--- src/rtl/kpw_reader.sv ---
`default_nettype none
// +------------------------------------------------------------------------+
// | Module      : kpw_reader                                               |
// | Description : Burst reader for the pointwise-kernel weight memory.     |
// |               Streams a run of words from a synchronous RAM into a     |
// |               2-entry registered FIFO feeding the PE-array interface.  |
// | Revision    : 1.0 - initial release                                    |
// +------------------------------------------------------------------------+

package ram_pkg;
  localparam int KPW_N_ELEM = 16;
endpackage

package dma_pkg;
  localparam int WG_W = 8;
  localparam int NPAR = 4;
endpackage

module kpw_reader #(
  parameter int KPW_N_ELEM = ram_pkg::KPW_N_ELEM,
  parameter int WG_W       = dma_pkg::WG_W,
  parameter int Npar       = dma_pkg::NPAR,
  localparam int W         = WG_W + $clog2(Npar),
  localparam int A         = $clog2(KPW_N_ELEM)
) (
  input  logic         clk,
  input  logic         reset,
  input  logic         start,
  input  logic [A-1:0] base_addr,
  input  logic [A:0]   length,
  input  logic         abort,
  output logic [A-1:0] ram_addr,
  output logic         ram_write,
  output logic [W-1:0] ram_data,
  input  logic [W-1:0] ram_res,
  output logic [W-1:0] out_data,
  output logic         out_valid,
  input  logic         out_ready,
  output logic         busy,
  output logic         done
);

  localparam logic [A-1:0] LAST_ADDR = A'(KPW_N_ELEM - 1);
  localparam logic [A:0]   ONE_WORD  = (A+1)'(1);

  typedef enum logic [0:0] {
    IDLE = 1'b0,
    RUN  = 1'b1
  } state_t;

  state_t         state_q, state_d;
  logic [A-1:0]   ptr_q, ptr_d;
  logic [A:0]     icnt_q, icnt_d;
  logic [A:0]     dcnt_q, dcnt_d;
  logic           infl_q, infl_d;
  logic           done_q, done_d;
  logic [A-1:0]   addr_q;

  logic [W-1:0]   fifo_q [2];
  logic           rd_q;
  logic           wr_q;
  logic [1:0]     cnt_q;

  logic           pop;
  logic           push;
  logic           issue;
  logic [2:0]     level;

  // The block is read-only towards the weight memory.
  assign ram_write = 1'b0;
  assign ram_data  = '0;

  assign out_valid = (cnt_q != 2'd0);
  assign out_data  = fifo_q[rd_q];
  assign busy      = (state_q == RUN);
  assign done      = done_q;

  assign pop  = out_valid & out_ready;
  // The word returned by the RAM lands in the FIFO one cycle after its issue.
  assign push = infl_q;

  // Slots already committed after this cycle's pop; the read issued now
  // needs one free slot when its data arrives next cycle.
  assign level = {1'b0, cnt_q} + {2'b00, infl_q} - {2'b00, pop};
  assign issue = (state_q == RUN) && (icnt_q != '0) && (level < 3'd2)
                 && !abort && !reset;

  // Address is live during an issue and otherwise parks on the last value.
  assign ram_addr = issue ? ptr_q : addr_q;

  // Next-state logic for the burst controller and its counters.
  always_comb begin
    state_d = state_q;
    ptr_d   = ptr_q;
    icnt_d  = icnt_q;
    dcnt_d  = dcnt_q;
    infl_d  = issue;
    done_d  = 1'b0;
    if (abort) begin
      state_d = IDLE;
      icnt_d  = '0;
      dcnt_d  = '0;
      infl_d  = 1'b0;
    end else begin
      case (state_q)
        IDLE: begin
          if (start) begin
            if (length == '0) begin
              done_d = 1'b1;
            end else begin
              state_d = RUN;
              ptr_d   = base_addr;
              icnt_d  = length;
              dcnt_d  = length;
            end
          end
        end
        RUN: begin
          if (issue) begin
            ptr_d  = (ptr_q == LAST_ADDR) ? '0 : ptr_q + 1'b1;
            icnt_d = icnt_q - ONE_WORD;
          end
          if (pop) begin
            dcnt_d = dcnt_q - ONE_WORD;
            if (dcnt_q == ONE_WORD) begin
              state_d = IDLE;
              done_d  = 1'b1;
            end
          end
        end
        default: state_d = IDLE;
      endcase
    end
  end

  // Controller state, counters, in-flight flag and parked address.
  always_ff @(posedge clk) begin
    if (reset) begin
      state_q <= IDLE;
      ptr_q   <= '0;
      icnt_q  <= '0;
      dcnt_q  <= '0;
      infl_q  <= 1'b0;
      done_q  <= 1'b0;
      addr_q  <= '0;
    end else begin
      state_q <= state_d;
      ptr_q   <= ptr_d;
      icnt_q  <= icnt_d;
      dcnt_q  <= dcnt_d;
      infl_q  <= infl_d;
      done_q  <= done_d;
      addr_q  <= ram_addr;
    end
  end

  // Two-entry output FIFO; abort drops its contents and any in-flight word.
  always_ff @(posedge clk) begin
    if (reset) begin
      fifo_q[0] <= '0;
      fifo_q[1] <= '0;
      rd_q      <= 1'b0;
      wr_q      <= 1'b0;
      cnt_q     <= 2'd0;
    end else if (abort) begin
      rd_q      <= 1'b0;
      wr_q      <= 1'b0;
      cnt_q     <= 2'd0;
    end else begin
      if (push) begin
        fifo_q[wr_q] <= ram_res;
        wr_q         <= ~wr_q;
      end
      if (pop) begin
        rd_q <= ~rd_q;
      end
      cnt_q <= cnt_q + {1'b0, push} - {1'b0, pop};
    end
  end

endmodule

`default_nettype wire

--- config.mk ---
export PLATFORM = sky130hd
export DESIGN_NAME = kpw_reader
export DESIGN_NICKNAME = d
export VERILOG_FILES = /design/src/rtl/kpw_reader.sv
export SDC_FILE = /design/constraint.sdc
export NUM_CORES = 1
export LEC_CHECK = 0
export ABC_AREA = 1
export ABC_CLOCK_PERIOD_IN_PS = 2800
export CORE_ASPECT_RATIO = 0.5
export CORE_MARGIN = 5
export CORE_UTILIZATION = 36
export DETAILED_ROUTE_END_ITERATION = 10
export PLACE_DENSITY_LB_ADDON = 0.05
export SLEW_MARGIN = 20
export SYNTH_ARGS = -nofsm -noshare
export SYNTH_HDL_FRONTEND = slang
export SYNTH_SLANG_ARGS = --single-unit
export TNS_END_PERCENT = 30
--- constraint.sdc ---
create_clock -name clk -period 2.8 [get_ports clk]
set_input_delay 0.28 -clock clk [delete_from_list [all_inputs] [get_ports clk]]
set_output_delay 0.28 -clock clk [all_outputs]
set_load 0.005 [all_outputs]
==> out/qor.yml <==
timing:
  setup_viol: 0
  max_freq_mhz: 369
  fin_crit_ns: 2.71
  skew_ns: 0.00284
  drv_slew: 0
  grt_setup_unrepaired: "yes"
  hold_violations: 0
  period_share_pct: 96.8
setup_path:
  cp_top_family: "adder cells"
  crit_type: "flip-flop to primary output"
  slowest_stage: "fa_1"
  critPathMaxFanout: 4
  path_cells: "o21a_1 -> nand2_1 -> o21ai_1 -> ha_2 -> inv_2 -> fa_1 -> nand2_2 -> nor2_4 -> nand3_4 -> o21ai_2 -> inv_1 -> dlygate4sd2_1"
  worst_ep_arrival_time_ns: 2.43
  max_stage_delay_ns: 0.52
  start_kind: "flip-flop"
  critPathCaptureType: "primary output"
  cp.required_ns: 2.52
  cp.buffers_inverters: 3
final_layout:
  nFillCells: 627
  layout.area.seq_mm2: 0.00112
  diodes: 0
  fin_util_pct: 49.1
  drive_gt1_share_pct: 14.8
  area_growth_pct: 28.4
  fin_area_mm2: 0.00306
  finalNonFillerCells: 426
  fin_nets: 368
  multi_input_area_mm2: 0.00106
clock_tree:
  cts_buffers: 5
  h-tree-depth: 2
  cts_tree: "yes"
  clk_pin_slew_ns: 0.06
  clock-root-buffer: "clkbuf_16"
  clockBufferDepth: 2
  worstSkewPairLatency_ns: 0.28
  clock_sinks: 46
synthesis:
  synth_area_leaders: "edfxtp_1 25%, dfxtp_1 22%, nor2_1 8.7%"
  synthAdderAreaFrac_pct: 3.99
  syn_area_per_cell_um2: 8.27
  yosysSeqAreaShare_pct: 47.1
  synth.top_cell.area_share_pct: 25.2
  yosysUniqueCellTypes: 31
  synth_top_family_by_area: "simple AND/OR/NAND/NOR gates"
  yosys.area.top_type: "edfxtp_1"
  ys_warn_count: 0
  syn-cell-area_mm2: 0.00238
  synth_cells: 288
  synth_xor_area_share_pct: 1.47
  yosys-mux-area-fraction_pct: 5.15
  synth-seq-cells: 46
  synth-simple-area-share_pct: 21.4
  synth_compound_area_share_pct: 8.62
min_path:
  hp-class: "flip-flop to flip-flop"
drt:
  vias: 1913
  drt-total-wl_mm: 5.10
  drt_pass1_iterations: 5
  drtIter0Drc: 130
  drc_errors: 0
  wl_per_cell_um: 12.0
  viasPerCell: 4.49
  ant_nets: 0
global_routing:
  grt-ovfl-total: 0
  grt_pass1_wl_mm: 8.60
  grt_usage_pct: 12.7
  first_global_vias: 1865
  grt_antenna_before_repair: 0
  grt_max_degree: 17
floorplanning:
  rows: 20
  core_area_mm2: 0.00623
  io_pins: 52
  die-area_mm2: 0.00844
  die_h_um: 67.5
  start_util_pct: 38.2
  fp.dieW_um: 125
placement:
  dpl-instance-area_mm2: 0.00286
  gp_congestion: 0.768
  post-place-cells: 415
  port_buffers: 40
  dpl.hpwl_mm: 3.64
power:
  p_per_area_mw_per_mm2: 491
  finalPower_uw: 1500
  peakVddDrop_mv: 0.285
  leakagePower_uw: 0.00138
outcome:
  status: "finished, final reports clean"
job:
  maxCapViolations: 0
-- worst paths after layout --
check / startpoint / endpoint / slack (ns) / depth (start not counted)
min: rd_q$_SDFFE_PP0P_ / rd_q$_SDFFE_PP0P_ / 0.45 / 1
min reg2reg: rd_q$_SDFFE_PP0P_ / rd_q$_SDFFE_PP0P_ / 0.45 / 1
max: cnt_q[1]$_SDFF_PP0_ / ram_addr[2] / 0.09 / 12
max reg2reg: cnt_q[1]$_SDFF_PP0_ / icnt_q[4]$_SDFFE_PP0P_ / 0.40 / 14
-- metrics by stage --
| stage | worst slack [ns] | setup TNS [ns] | hold WS [ns] |
|---|---|---|---|
| after floorplan | 0.528 | 0 | 0.352 |
| after global placement | -0.265 | -1.03 | 0.435 |
| after detailed placement | -0.341 | -1.38 | 0.444 |
| after CTS | -0.0542 | -0.0552 | 0.455 |
| after global routing | -0.0657 | -0.0723 | 0.480 |
| final | 0.0909 | 0 | 0.452 |
-- layout by cell type (no fill, tap or decap), types with 2 or more instances in the layout --
cell type / synthesis / layout
a21boi_0: 2 / 2
a21oi_1: 12 / 12
buf_2: 5 / 2
buf_4: 12 / 8
clkbuf_16: 0 / 5
clkdlybuf4s50_1: 0 / 35
clkinv_2: 1 / 2
conb_1: 1 / 11
dfxtp_1: 26 / 24
dfxtp_2: 0 / 2
dlygate4sd2_1: 0 / 2
edfxtp_1: 20 / 20
ha_1: 6 / 5
inv_1: 41 / 40
inv_2: 1 / 2
mux2_2: 10 / 10
nand2_1: 45 / 41
nand2_2: 0 / 4
nand2_4: 2 / 2
nand3_1: 10 / 10
nand3_4: 1 / 2
nand4_1: 2 / 2
nor2_1: 55 / 55
o21ai_0: 21 / 16
o21ai_1: 2 / 3
o21ai_2: 0 / 3
xor2_1: 3 / 3
-- report_power, final --
group	leakage (uW)	switching, uW	total (uW)	internal [uW]
Clock	0.0000698	252	582	330
Combinational	0.000893	97.2	180	82.8
Sequential	0.000420	16.0	738	722
Total	0.00138	365	1500	1130
-- state kept, by name, summed over array words and instances, names as in the netlist, named ones only --
signal	flops
addr_q	4
busy	1
cnt_q	2
dcnt_q	5
done	1
fifo_q	20
icnt_q	5
infl_q	1
ptr_q	4
rd_q	1
wr_q	1
-- logic make-up after synthesis --
| family | after synthesis |
|---|---|
| other | 1 |
| xor gates and xnor gates | 4 |
| adders and majority gates | 7 |
| AOI/OAI and AO/OA | 39 |
| and+or+nand+nor | 119 |
| DFF | 46 |
| muxes | 11 |
| buffers and inverters | 61 |
-- synth_stat cells --
library cell,number
nor2_4,1
edfxtp_1,20
nand4_1,2
o21ai_0,21
buf_6,1
dfxtp_1,26
a21boi_0,2
nand3b_1,1
ha_1,6
nor2_1,55
clkinv_2,1
mux2_2,10
fa_1,1
a22oi_1,1
buf_4,12
conb_1,1
buf_2,5
inv_1,41
xor2_1,3
o21a_1,1
nand3_1,10
and3_1,1
nand3_4,1
o21ai_1,2
nand2_4,2
a21oi_1,12
inv_2,1
nand2_1,45
or2_2,1
mux2i_1,1
xnor2_1,1
-- layer usage --
| metal | GRT usage [%] | share of wire, % |
|---|---|---|
| met1 | 15.3 | 47 |
| met2 | 22.8 | 46 |
| met3 | 3.95 | 5.5 |
| met4 | 3.24 | 0.75 |
| met5 | 0 | 0 |
-- area by class of cell --
type | count | share of cell area (%)
sequential | 46 | 36.7
inverter | 43 | 5.32
clock buffer | 5 | 4.09
clock inverter | 3 | 0.696
tap | 88 | 3.60
timing repair buffer | 49 | 14.9
multi-input combinational | 192 | 34.7
-- timing repair --
| action | 4_1_cts | 5_1_grt |
|---|---|---|
| setup buffers | 2 | 0 |
| gates cloned | 1 | 0 |
| pin swaps | 4 | 4 |
| setup endpoints to repair | 4 | 4 |
| gates resized for setup | 23 | 10 |
| hold buffers | 0 | 0 |
No activity file was read; power rests on OpenSTA's default activity.
